[src/rtl/obstacle_track_if.sv]
// Obstacle word handshake between the sequence generator and the track reader.
// The producer drives seq/seq_valid and holds them until seq_ready is seen.
interface obstacle_track_if;
  logic [0:15] seq;
  logic        seq_valid;
  logic        seq_ready;

  modport master (
    output seq,
    output seq_valid,
    input  seq_ready
  );

  modport slave (
    input  seq,
    input  seq_valid,
    output seq_ready
  );
endinterface

[src/rtl/obstacle_track_reader.sv]
// Car Dash obstacle track reader: splits 16-bit obstacle words into two rows,
// scrolls them down a ROWS-deep track, checks the player column against the
// bottom row and keeps a saturating run score.
module obstacle_track_reader #(
  parameter int ROWS = 8
) (
  input  logic              clk,
  input  logic              rst_n,
  input  logic              start,
  input  logic              step_tick,
  obstacle_track_if.slave   bus,
  input  logic [2:0]        player_col,
  output logic [ROWS*8-1:0] track,
  output logic              crash,
  output logic [15:0]       score,
  output logic [1:0]        state
);

  typedef enum logic [1:0] {
    IDLE    = 2'd0,
    FILL    = 2'd1,
    RUN     = 2'd2,
    CRASHED = 2'd3
  } state_t;

  localparam int            CW        = $clog2(ROWS + 1);
  localparam logic [CW-1:0] FILL_LAST = CW'(ROWS - 1);
  localparam logic [7:0]    WALL_ROW  = 8'b1000_0001;

  state_t        cur_state;
  state_t        nxt_state;
  logic [15:0]   seq_word;
  logic [15:0]   stage_word;
  logic          stage_half;
  logic          stage_full;
  logic [CW-1:0] fill_cnt;
  logic [7:0]    bottom_row;
  logic [7:0]    ins_row;
  logic          collision;
  logic          accept;
  logic          do_insert;
  logic          do_clear;
  logic          do_score;

  assign bus.seq_ready = !stage_full && (cur_state == FILL || cur_state == RUN);
  assign accept        = bus.seq_valid && bus.seq_ready;
  assign bottom_row    = track[(ROWS-1)*8 +: 8];
  assign collision     = bottom_row[player_col];
  assign crash         = (cur_state == CRASHED);
  assign state         = cur_state;

  // Re-pack the ascending seq bus so bit c of each byte is column c of its row.
  always_comb begin
    seq_word = '0;
    for (int i = 0; i < 16; i++) begin
      seq_word[i] = bus.seq[i];
    end
  end

  // Row pushed on an insert: the pending half of the stage, or a wall row if empty.
  always_comb begin
    ins_row = WALL_ROW;
    if (stage_full) begin
      ins_row = stage_half ? stage_word[15:8] : stage_word[7:0];
    end
  end

  // State register.
  always_ff @(posedge clk or negedge rst_n) begin
    if (!rst_n) begin
      cur_state <= IDLE;
    end else begin
      cur_state <= nxt_state;
    end
  end

  // Next state and per-cycle actions; a collision beats a simultaneous step.
  always_comb begin
    nxt_state = cur_state;
    do_insert = 1'b0;
    do_clear  = 1'b0;
    do_score  = 1'b0;
    case (cur_state)
      IDLE, CRASHED: begin
        if (start) begin
          nxt_state = FILL;
          do_clear  = 1'b1;
        end
      end
      FILL: begin
        if (stage_full) begin
          do_insert = 1'b1;
          if (fill_cnt == FILL_LAST) begin
            nxt_state = RUN;
          end
        end
      end
      RUN: begin
        if (collision) begin
          nxt_state = CRASHED;
        end else if (step_tick) begin
          do_insert = 1'b1;
          do_score  = 1'b1;
        end
      end
      default: nxt_state = IDLE;
    endcase
  end

  // Track, score and fill counter: cleared at run start, updated on each insert.
  always_ff @(posedge clk or negedge rst_n) begin
    if (!rst_n) begin
      track    <= '0;
      score    <= '0;
      fill_cnt <= '0;
    end else if (do_clear) begin
      track    <= '0;
      score    <= '0;
      fill_cnt <= '0;
    end else if (do_insert) begin
      track <= {track[(ROWS-1)*8-1:0], ins_row};
      if (do_score && score != 16'hFFFF) begin
        score <= score + 16'd1;
      end
      if (cur_state == FILL) begin
        fill_cnt <= fill_cnt + 1'b1;
      end
    end
  end

  // Staging register: loads a word on accept, frees itself after row B is used.
  always_ff @(posedge clk or negedge rst_n) begin
    if (!rst_n) begin
      stage_word <= '0;
      stage_half <= 1'b0;
      stage_full <= 1'b0;
    end else if (accept) begin
      stage_word <= seq_word;
      stage_half <= 1'b0;
      stage_full <= 1'b1;
    end else if (do_insert && stage_full) begin
      if (stage_half) begin
        stage_half <= 1'b0;
        stage_full <= 1'b0;
      end else begin
        stage_half <= 1'b1;
      end
    end
  end

endmodule

[src/flat_wrapper.sv]
// flat-port wrapper written by rule: the top's interface ports become plain ports
module obstacle_track_reader_flat 
#(
  parameter int ROWS = 8
)
  (clk, rst_n, start, step_tick, player_col, track, crash, score, state, bus_seq, bus_seq_valid, bus_seq_ready);
  obstacle_track_if bus_i ();
  input  logic clk;
  input  logic rst_n;
  input  logic start;
  input  logic step_tick;
  input  logic [2:0] player_col;
  output logic [ROWS*8-1:0] track;
  output logic crash;
  output logic [15:0] score;
  output logic [1:0] state;
  input wire logic [$bits(bus_i.seq)-1:0] bus_seq;
  input wire logic [$bits(bus_i.seq_valid)-1:0] bus_seq_valid;
  output wire logic [$bits(bus_i.seq_ready)-1:0] bus_seq_ready;
  assign bus_i.seq = bus_seq;
  assign bus_i.seq_valid = bus_seq_valid;
  assign bus_seq_ready = bus_i.seq_ready;
  obstacle_track_reader #(.ROWS(ROWS)) u_core (.clk(clk), .rst_n(rst_n), .start(start), .step_tick(step_tick), .bus(bus_i), .player_col(player_col), .track(track), .crash(crash), .score(score), .state(state));
endmodule
[config.mk]
export PLATFORM = sky130hd
export DESIGN_NAME = obstacle_track_reader_flat
export DESIGN_NICKNAME = d
export VERILOG_FILES = /design/src/rtl/obstacle_track_if.sv /design/src/rtl/obstacle_track_reader.sv /design/src/flat_wrapper.sv
export SDC_FILE = /design/constraint.sdc
export NUM_CORES = 1
export LEC_CHECK = 0
export CORE_MARGIN = 1.5
export CORE_UTILIZATION = 30
export DETAILED_ROUTE_END_ITERATION = 16
export HOLD_SLACK_MARGIN = 0.12
export PLACE_DENSITY = 0.57
export SLEW_MARGIN = 20
export SYNTH_ARGS = -nofsm -noshare
export SYNTH_HDL_FRONTEND = slang
export SYNTH_SLANG_ARGS = --single-unit
[constraint.sdc]
create_clock -name clk -period 3.1 [get_ports clk]
set_input_delay 0.62 -clock clk [delete_from_list [all_inputs] [get_ports clk]]
set_output_delay 0.62 -clock clk [all_outputs]
set_load 0.02 [all_outputs]
==> metrics.yaml, run 1 <==
ctsLongestPathBuffers: 2
track_usage_pct: 14.7
netlist.area_leader.share_pct: 56.8
setup_slack_ns: 0.293
max-slew-margin-rel_pct: 41.3
period_needed_ns: 2.81
post_synthesis_cell_type_with_the_largest_combined_area: "sky130_fd_sc_hd__dfrtp_1"
finalHoldViolCount: 0
outcome: "finished clean"
transition_time_at_the_pin_with_the_least_slew_margin_ns: 0.880
floorplan.initialDensity_pct: 31.2
seq_area_frac_synth_pct: 56.8
fin_setup_tns_ns: 0
syn_to_final_growth_pct: 38.0
grt.overflow.total: 0
synth-seq-cells: 104
max_freq_mhz: 356
post_cts_setup_driven_buffer_insertion_count: 0
worstPathRequired_ns: 3.37
maxCapViolCount: 0
final_layout_size_suffix_gt1_share_pct: 9.79
whs_ns: 0.393
holdBufCountCts: 0
pre_cts_slack_ns: -0.0578
cts_tree: "built"
finalPower_mw: 5.02
regToRegSetupSlack_ns: 0.74
synthCells: 457
launching_element_type_of_the_critical_path: "input pin"
design.portCount: 108
post_syn_nets: 486
insertion_delay_ns: 0.35
dr_vias_cell: 4.88
yosys.cell_types.count: 39
first_global_vias: 3652
worstPathCellList: "clkdlybuf4s50_1 -> mux2_1 -> mux4_2 -> or3_1 -> or4_1 -> a21oi_1"
skew_ns: 0.00732
vias: 3686
power.density_nw_per_um2: 793
rsz_0062_raised_after_global_routing: "false"
max-vdd-ir-drop_mv: 0.416
ys_warn_count: 0
period_share_pct: 90.5
fin_cells: 756
grt_antenna_before_repair: 0
floorplan.die.height_um: 127
cts_repair_resize_count: 0
drc: 0
core_region_area_um2: 14700
cellLeakagePower_nw: 2.64
postPlaceCellArea_um2: 5990
layout.cell_area.non_filler_um2: 6320
numPlacedInstances: 741
place.gp.congestion: 0.776
die-width_um: 127
place.detailed.hpwl_um: 7930
top_cells_by_area_in_the_synthesized_netlist: "sky130_fd_sc_hd__dfrtp_1 57%, sky130_fd_sc_hd__nand2_1 11%, sky130_fd_sc_hd__o21ai_0 6.8%, sky130_fd_sc_hd__mux2_2 4.4%, sky130_fd_sc_hd__mux2i_1 4.2%"
route.antenna.remaining_nets: 0
die_area_um2: 16000
critPathCaptureType: "register"
detail_route.iter0.violations: 209
synthesis.area_per_instance_um2: 10.0
std_cell_rows: 44
cts.root.buffer_cell: "sky130_fd_sc_hd__clkbuf_16"
final_nets: 597
maxSlewViolCount: 0
grt_pass1_wl_um: 18600
path_clk_slew_ns: 0.07
timing_worst_setup_path_type: "in2reg"
place.port_buffers: 107
hold_class: "in2async"
cts.sink_count: 104
antennaDiodeCount: 0
arrival_time_of_data_at_the_critical_path_endpoint_ns: 3.08
cts-htree-levels: 3
cp_max_fo: 6
grt_start_max_net_pins: 70
drt-pass1-iter-count: 4
netlist_area_um2: 4580
post_drt_wl_per_cell_um: 14.6
finalCoreUtilization_pct: 43.0
setup_viol: 0
tritoncts.num_buffers: 9
crit_path_top_delay_cell: "sky130_fd_sc_hd__clkdlybuf4s50_1"
drt_wl_total_um: 11000
filler_cell_count_in_the_final_layout: 1450
critical_path.max_stage_delay_ns: 0.58
==> worst max-delay path: cells and delay by family <==
| kind | cells | cell delay, ns |
|---|---|---|
| mux | 2 | 0.84 |
| compound gates | 1 | 0.16 |
| simple gates | 2 | 0.87 |
| buf+inv | 1 | 0.58 |
==> where the power goes <==
part / total [mW] / internal, mW / switching (mW)
clock: 1.28 / 0.786 / 0.496
combinational: 1.84 / 0.824 / 1.02
sequential: 1.89 / 1.64 / 0.248
total: 5.02 / 3.25 / 1.76
==> final cells by class <==
class / instances / area [um2] / area share, %
Clock buffer: 10 / 229 / 3.62
Timing Repair Buffer: 126 / 1270 / 20.1
Sequential cell: 104 / 2600 / 41.2
Inverter: 6 / 22.5 / 0.356
Multi-Input combinational cell: 321 / 1860 / 29.4
Tap cell: 184 / 230 / 3.64
Clock inverter: 5 / 106 / 1.68
==> cell usage after synthesis (all sizes together) <==
library cell,number
o21ai,63
nand4,6
and3,2
nand4b,1
o22a,1
a22oi,1
nor2,11
mux4,2
buf,7
nor4b,1
o2bb2ai,6
a31oi,3
a21oi,8
nand2,129
mux2,20
and2,3
inv,6
o31ai,3
a41o,1
nor4,3
nand3b,1
nor2b,1
nand2b,2
xnor2,5
a21o,1
xor2,1
or3,3
nand3,11
clkbuf,19
or4,5
dfrtp,104
ha,5
nor3,2
o31a,1
mux2i,19
==> worst paths after layout <==
kind | startpoint | end | depth (start not counted)
max | player_col[0] | u_core.score[7]$_DFFE_PN0P_ | 6
min | rst_n | u_core.track[51]$_DFFE_PN0P_ | 1
max reg2reg | u_core.state[0]$_DFFE_PN0P_ | u_core.score[15]$_DFFE_PN0P_ | 7
min reg2reg | u_core.fill_cnt[3]$_DFFE_PN0P_ | u_core.fill_cnt[3]$_DFFE_PN0P_ | 1
max in group asynchronous | rst_n | u_core.track[13]$_DFFE_PN0P_ | 2
min in group clk | u_core.fill_cnt[3]$_DFFE_PN0P_ | u_core.fill_cnt[3]$_DFFE_PN0P_ | 1
==> routing by layer <==
metal / global-route usage [%] / routed length [um]
met2: 23.5 / 5160
met1: 18.9 / 5030
met4: 3.85 / 107
met3: 5.31 / 719
met5: 0 / 0
==> kinds of logic (layout without fill, tap and decap cells) <==
logic type	after synthesis	in the layout	synth area share (%)
simple gates	181	181	17.0
flops	104	104	56.8
compound gates	88	88	10.7
mux	41	41	10.0
buf+inv	32	147	2.92
xor+xnor	6	6	1.15
fa+ha+maj	5	5	1.37
==> registers in the layout, indices dropped and copies added (netlist names) <==
name	flops
u_core.track	64
u_core.score	16
u_core.stage_word	16
u_core.fill_cnt	4
u_core.state	2
u_core.stage_full	1
u_core.stage_half	1
==> cells in the final DEF, fill, tap and decap left out, drive strengths merged, types with 2 or more instances in the layout <==
master	n
or3	3
bufinv	3
nand2b	2
and2	3
nor2	11
clkdlybuf4s50	106
nand4	6
a21oi	8
mux2	20
nor3	2
and3	2
ha	5
a31oi	3
nor4	3
mux4	2
buf	20
o21ai	63
xnor2	5
mux2i	19
or4	5
dfrtp	104
inv	6
o2bb2ai	6
nand3	11
clkbuf	10
o31ai	3
nand2	129
(Power assumes the default switching activity.)
==> run 2, diff against run 1 <==
GPL_ROUTABILITY_DRIVEN = 0   (was default)
clock period = 2.9 ns   (was 3.1 ns; I/O delays follow)
==> metrics.yaml, run 2 (synthesis results as in run 1) <==
max-vdd-ir-drop_mv: 0.435
vias: 3673
finalPower_mw: 5.23
cts_tree: "built"
design.portCount: 108
setup_viol: 0
path_clk_slew_ns: 0.07
outcome: "finished clean"
floorplan.initialDensity_pct: 31.2
launching_element_type_of_the_critical_path: "register"
cp.buffers_inverters: 2
cts.root.buffer_cell: "sky130_fd_sc_hd__clkbuf_16"
period_needed_ns: 2.58
worst-r2r-cell-count: 7
track_usage_pct: 14.7
tritoncts.num_buffers: 9
maxSlewViolCount: 0
cp_max_fo: 6
dr_vias_cell: 4.83
power.density_nw_per_um2: 829
worstPathRequired_ns: 2.32
holdBufCountCts: 0
timing_worst_setup_path_type: "reg2out"
grt.overflow.total: 0
grt_start_max_net_pins: 48
antennaDiodeCount: 0
setup_slack_ns: 0.323
place.detailed.hpwl_um: 8090
fin_setup_tns_ns: 0
finalHoldViolCount: 0
insertion_delay_ns: 0.35
syn_to_final_growth_pct: 37.9
route.antenna.remaining_nets: 0
place.port_buffers: 107
rsz_0062_raised_after_global_routing: "false"
maxCapViolCount: 0
final_nets: 601
final_layout_size_suffix_gt1_share_pct: 10.6
crit_path_cell_count: 4
core_region_area_um2: 14700
largest_register: "u_core.track"
cts.sink_count: 104
worstPathCellList: "inv_1 -> ha_1 -> nor2_1 -> clkdlybuf4s50_1"
cts-htree-levels: 3
drt_wl_total_um: 11300
critical_path.max_stage_delay_ns: 0.62
arrival_time_of_data_at_the_critical_path_endpoint_ns: 2.00
transition_time_at_the_pin_with_the_least_slew_margin_ns: 0.720
crit_path_top_delay_cell: "sky130_fd_sc_hd__clkdlybuf4s50_1"
most-common-layout-cells: "128 x sky130_fd_sc_hd__nand2_1, 105 x sky130_fd_sc_hd__clkdlybuf4s50_1, 104 x sky130_fd_sc_hd__dfrtp_1"
die-width_um: 127
fin_cells: 761
most_common_cell_after_layout_fill_and_taps_aside: "sky130_fd_sc_hd__nand2_1"
pre_cts_slack_ns: -0.215
largest_register_ffs: 64
critical_path.top_delay_family: "buffers and inverters"
max-slew-margin-rel_pct: 52.0
skew_ns: 0.00579
period_share_pct: 88.8
floorplan.die.height_um: 127
numPlacedInstances: 745
ctsLongestPathBuffers: 2
std_cell_rows: 44
drt-pass1-iter-count: 4
biggestRegsByFlops: "u_core.track (64), u_core.score (16), u_core.stage_word (16)"
detail_route.iter0.violations: 164
grt_pass1_wl_um: 18700
cellLeakagePower_nw: 2.66
grt_antenna_before_repair: 0
critPathCaptureType: "primary output"
post_drt_wl_per_cell_um: 14.8
hold_class: "in2async"
first_global_vias: 3637
max_freq_mhz: 388
die_area_um2: 16000
drc: 0
-- run 2: worst reg2reg max path: stages, from the launching register on --
cell	delay, ns
sky130_fd_sc_hd__dfrtp_1	0.41
sky130_fd_sc_hd__inv_1	0.08
sky130_fd_sc_hd__ha_1	0.38
sky130_fd_sc_hd__nand3b_1	0.26
sky130_fd_sc_hd__nor4_1	0.54
sky130_fd_sc_hd__nand3_1	0.21
sky130_fd_sc_hd__or3_1	0.34
sky130_fd_sc_hd__a21oi_1	0.14
-- run 2: routing by layer --
| metal | vias to the layer above | part of all wire (%) | track usage [%] |
|---|---|---|---|
| met2 | 83 | 47 | 23.2 |
| met4 | 0 | 1.2 | 4.67 |
| met1 | 1780 | 46 | 19.6 |
| met3 | 10 | 5.7 | 4.34 |
| li1 | 1800 | - | - |
| met5 | - | 0 | 0 |
-- run 2: cell type report --
cell class | instances | area, um2
Fill cell | 1434 | 8380
Sequential cell | 104 | 2600
Multi-Input combinational cell | 321 | 1860
Timing Repair Buffer | 130 | 1320
Clock buffer | 12 | 256
Tap cell | 184 | 230
Clock inverter | 4 | 27.5
Inverter | 6 | 22.5
-- run 2: worst paths after layout --
kind,from,end,slack (ns)
worst max-delay path,u_core.state[0]$_DFFE_PN0P_,bus_seq_ready,0.32
worst min-delay path,rst_n,u_core.track[63]$_DFFE_PN0P_,0.25
worst max register to register,u_core.state[0]$_DFFE_PN0P_,u_core.score[15]$_DFFE_PN0P_,0.48
worst min register to register,u_core.fill_cnt[3]$_DFFE_PN0P_,u_core.fill_cnt[3]$_DFFE_PN0P_,0.48
max in group asynchronous,rst_n,u_core.track[37]$_DFFE_PN0P_,1.95
min in group clk,u_core.fill_cnt[3]$_DFFE_PN0P_,u_core.fill_cnt[3]$_DFFE_PN0P_,0.48
-- run 2: what timing repair did --
item / 4_1_cts / 5_1_grt
resized for setup: 0 / 1
setup buffers: 0 / 0
endpoints found under the setup margin: 0 / 1
-- run 2: power breakdown --
group          internal, mW  switching, mW  total (mW)
clock                 0.632          0.532        1.16
sequential             1.76          0.268        2.02
combinational         0.923           1.12        2.05
total                  3.31           1.92        5.23
-- run 2: stage by stage --
step	utilization, %	hold WS [ns]	area (um2)
final	43.0	0.247	6320
after global routing	43.0	0.298	6320
after CTS	43.0	0.270	6310
after detailed placement	41.0	0.474	6030
after global placement	41.0	0.452	6030
after floorplan	-	0.284	4580
==> run 3, diff against run 2 <==
ABC_AREA = 1   (was default)
CTS_CLUSTER_SIZE = 14   (was default)
PLACE_DENSITY = 0.56   (was 0.57)
==> metrics.yaml, run 3 <==
outcome: "finished clean"
max_freq_mhz: 376
final_layout_size_suffix_gt1_share_pct: 6.65
die_area_um2: 16700
arrival_time_of_data_at_the_critical_path_endpoint_ns: 2.08
place.detailed.hpwl_um: 8920
transition_time_at_the_pin_with_the_least_slew_margin_ns: 0.586
vias: 4032
fin_setup_tns_ns: 0
route.antenna.remaining_nets: 0
cellLeakagePower_nw: 2.83
cts.root.buffer_cell: "sky130_fd_sc_hd__clkbuf_16"
finalPower_mw: 5.44
worst-r2r-cell-count: 10
cts_tree: "built"
filler_cell_count_in_the_final_layout: 1522
design.portCount: 108
period_share_pct: 91.7
track_usage_pct: 15.5
cts_repair_resize_count: 0
die-width_um: 129
maxSlewViolCount: 0
grt_pass1_wl_um: 20300
core_region_area_um2: 15400
drc: 0
cts.sink_count: 104
floorplan.initialDensity_pct: 31.1
post_cts_setup_driven_buffer_insertion_count: 0
hold_class: "in2async"
yosys.cell_types.count: 32
grt_antenna_before_repair: 0
synthesis.area_per_instance_um2: 8.79
setup_viol: 0
detail_route.iter0.violations: 234
maxCapViolCount: 0
post_synthesis_cell_type_with_the_largest_combined_area: "sky130_fd_sc_hd__dfrtp_1"
biggestRegsByFlops: "u_core.track (64), u_core.score (16), u_core.stage_word (16)"
synth-seq-cells: 104
period_needed_ns: 2.66
ctsLongestPathBuffers: 2
yosysMostFrequentCell: "sky130_fd_sc_hd__nand2_1"
timing_worst_setup_path_type: "reg2out"
top_cells_by_area_in_the_synthesized_netlist: "sky130_fd_sc_hd__dfrtp_1 54%, sky130_fd_sc_hd__nand2_1 13%, sky130_fd_sc_hd__nand3_1 7.7%, sky130_fd_sc_hd__o21ai_1 4.4%, sky130_fd_sc_hd__inv_1 2.9%"
first_global_vias: 3898
synth_enable_flop_cells: 0
synth.top_cells.by_count: "161 x sky130_fd_sc_hd__nand2_1, 104 x sky130_fd_sc_hd__dfrtp_1, 74 x sky130_fd_sc_hd__nand3_1"
fraction_of_registers_with_async_set_reset_pct: 100
grt_start_max_net_pins: 68
grt.overflow.total: 0
largest_register_ffs: 64
drt-pass1-iter-count: 4
finalHoldViolCount: 0
drt_wl_total_um: 12600
power.density_nw_per_um2: 862
critPathCaptureType: "primary output"
netlist.area_leader.share_pct: 54.4
synthCells: 544
post_syn_nets: 573
cts-htree-levels: 3
final_nets: 671
cp_max_fo: 5
dominant_synthesized_flop_cell: "sky130_fd_sc_hd__dfrtp_1"
syn_to_final_growth_pct: 31.9
largest_register: "u_core.track"
worstPathRequired_ns: 2.32
most_common_cell_after_layout_fill_and_taps_aside: "sky130_fd_sc_hd__nand2_1"
antennaDiodeCount: 0
rsz_0062_raised_after_global_routing: "false"
place.port_buffers: 107
holdBufCountCts: 0
floorplan.die.height_um: 129
post_drt_wl_per_cell_um: 14.7
skew_ns: 0.00880
worst_r2r_startpoint: "u_core.score[0]$_DFFE_PN0P_"
worstPathCellList: "inv_1 -> ha_1 -> nor2_1 -> clkdlybuf4s50_1"
ys_warn_count: 0
tritoncts.num_buffers: 9
most-common-layout-cells: "160 x sky130_fd_sc_hd__nand2_1, 106 x sky130_fd_sc_hd__clkdlybuf4s50_1, 104 x sky130_fd_sc_hd__dfrtp_1"
dr_vias_cell: 4.70
netlist_area_um2: 4780
cp.buffers_inverters: 2
worst_r2r_endpoint: "u_core.score[12]$_DFFE_PN0P_"
launching_element_type_of_the_critical_path: "register"
insertion_delay_ns: 0.35
regToRegSetupSlack_ns: 0.87
crit_path_top_delay_cell: "sky130_fd_sc_hd__clkdlybuf4s50_1"
max-vdd-ir-drop_mv: 0.449
critical_path.top_delay_family: "buffers and inverters"
max-slew-margin-rel_pct: 60.9
path_clk_slew_ns: 0.07
std_cell_rows: 45
critical_path.max_stage_delay_ns: 0.64
seq_area_frac_synth_pct: 54.4
run 3: cell types whose count changed after synthesis, sizes merged, moves of 12 or more:
| cell | before | now |
|---|---|---|
| buf | 7 | 19 |
| clkbuf | 19 | 7 |
| inv | 6 | 40 |
| mux2 | 20 | 0 |
| mux2i | 19 | 6 |
| nand2 | 129 | 166 |
| nand3 | 11 | 77 |
| nor2 | 11 | 26 |
run 3: per-stage QoR:
step	hold slack [ns]	cell area (um2)	setup slack, ns	cells	utilization [%]
detailed placement	0.465	6010	0.344	842	39.1
finish	0.200	6310	0.240	858	41.1
global route	0.234	6310	0.0739	858	41.1
CTS	0.211	6310	0.145	858	41.1
global placement	0.462	6010	0.435	842	39.1
floorplan	0.284	4780	0.910	544	-
run 3: worst reg2reg max path: stages (launching register included):
cell and delay (ns):
sky130_fd_sc_hd__dfrtp_1 0.49, sky130_fd_sc_hd__ha_1 0.22, sky130_fd_sc_hd__nand2_1 0.11, sky130_fd_sc_hd__nor2_4 0.18, sky130_fd_sc_hd__nand3_2 0.13, sky130_fd_sc_hd__nor2_4 0.14, sky130_fd_sc_hd__nand4_4 0.14, sky130_fd_sc_hd__nand2_4 0.25
sky130_fd_sc_hd__nand2_4 0.13, sky130_fd_sc_hd__nand2_1 0.09, sky130_fd_sc_hd__nand2_1 0.05
run 3: how the worst max path moves through the flow:
stage                                      from                          endpoint  slack [ns]  cells after the start
floorplan           u_core.state[0]$_DFFE_PN0P_  u_core.stage_word[7]$_DFFE_PN0P_        0.91                      8
global placement                  player_col[0]    u_core.fill_cnt[1]$_DFFE_PN0P_        0.43                     11
detailed placement                player_col[0]      u_core.track[50]$_DFFE_PN0P_        0.34                     11
CTS                 u_core.state[0]$_DFFE_PN0P_                     bus_seq_ready        0.15                      4
global route        u_core.state[0]$_DFFE_PN0P_                     bus_seq_ready        0.07                      4
finish              u_core.state[0]$_DFFE_PN0P_                     bus_seq_ready        0.24                      4
run 3: cells by family after synthesis:
family          Yosys count  share of synthesized area [%]
simple gates            284                           27.3
compound gates           66                           6.96
flops                   104                           54.4
fa+ha+maj                 5                           1.31
buf+inv                  67                           6.59
xor+xnor                 12                           2.20
mux                       6                           1.26
run 3: cell type report:
| class | instances | area [um2] | area share [%] |
|---|---|---|---|
| inverter | 41 | 154 | 2.44 |
| sequential | 104 | 2600 | 41.2 |
| tap | 211 | 264 | 4.18 |
| clock inverter | 7 | 70.1 | 1.11 |
| clock buffer | 9 | 225 | 3.57 |
| timing repair buffer | 113 | 1130 | 17.8 |
| multi-input combinational | 373 | 1870 | 29.6 |
run 3: metal layers:
metal	global-route usage [%]	part of all wire, %	wire length, um	up-vias
met2	23.7	46	5790	114
met5	0	0	0	-
met4	4.36	0.99	125	0
li1	-	-	-	1980
met3	3.47	4.7	592	10
met1	22.2	48	6100	1928
run 3: where the power goes:
part / internal (mW) / switching, mW / total (mW)
clock: 0.669 / 0.548 / 1.22
combinational: 0.740 / 1.40 / 2.14
sequential: 1.77 / 0.315 / 2.09
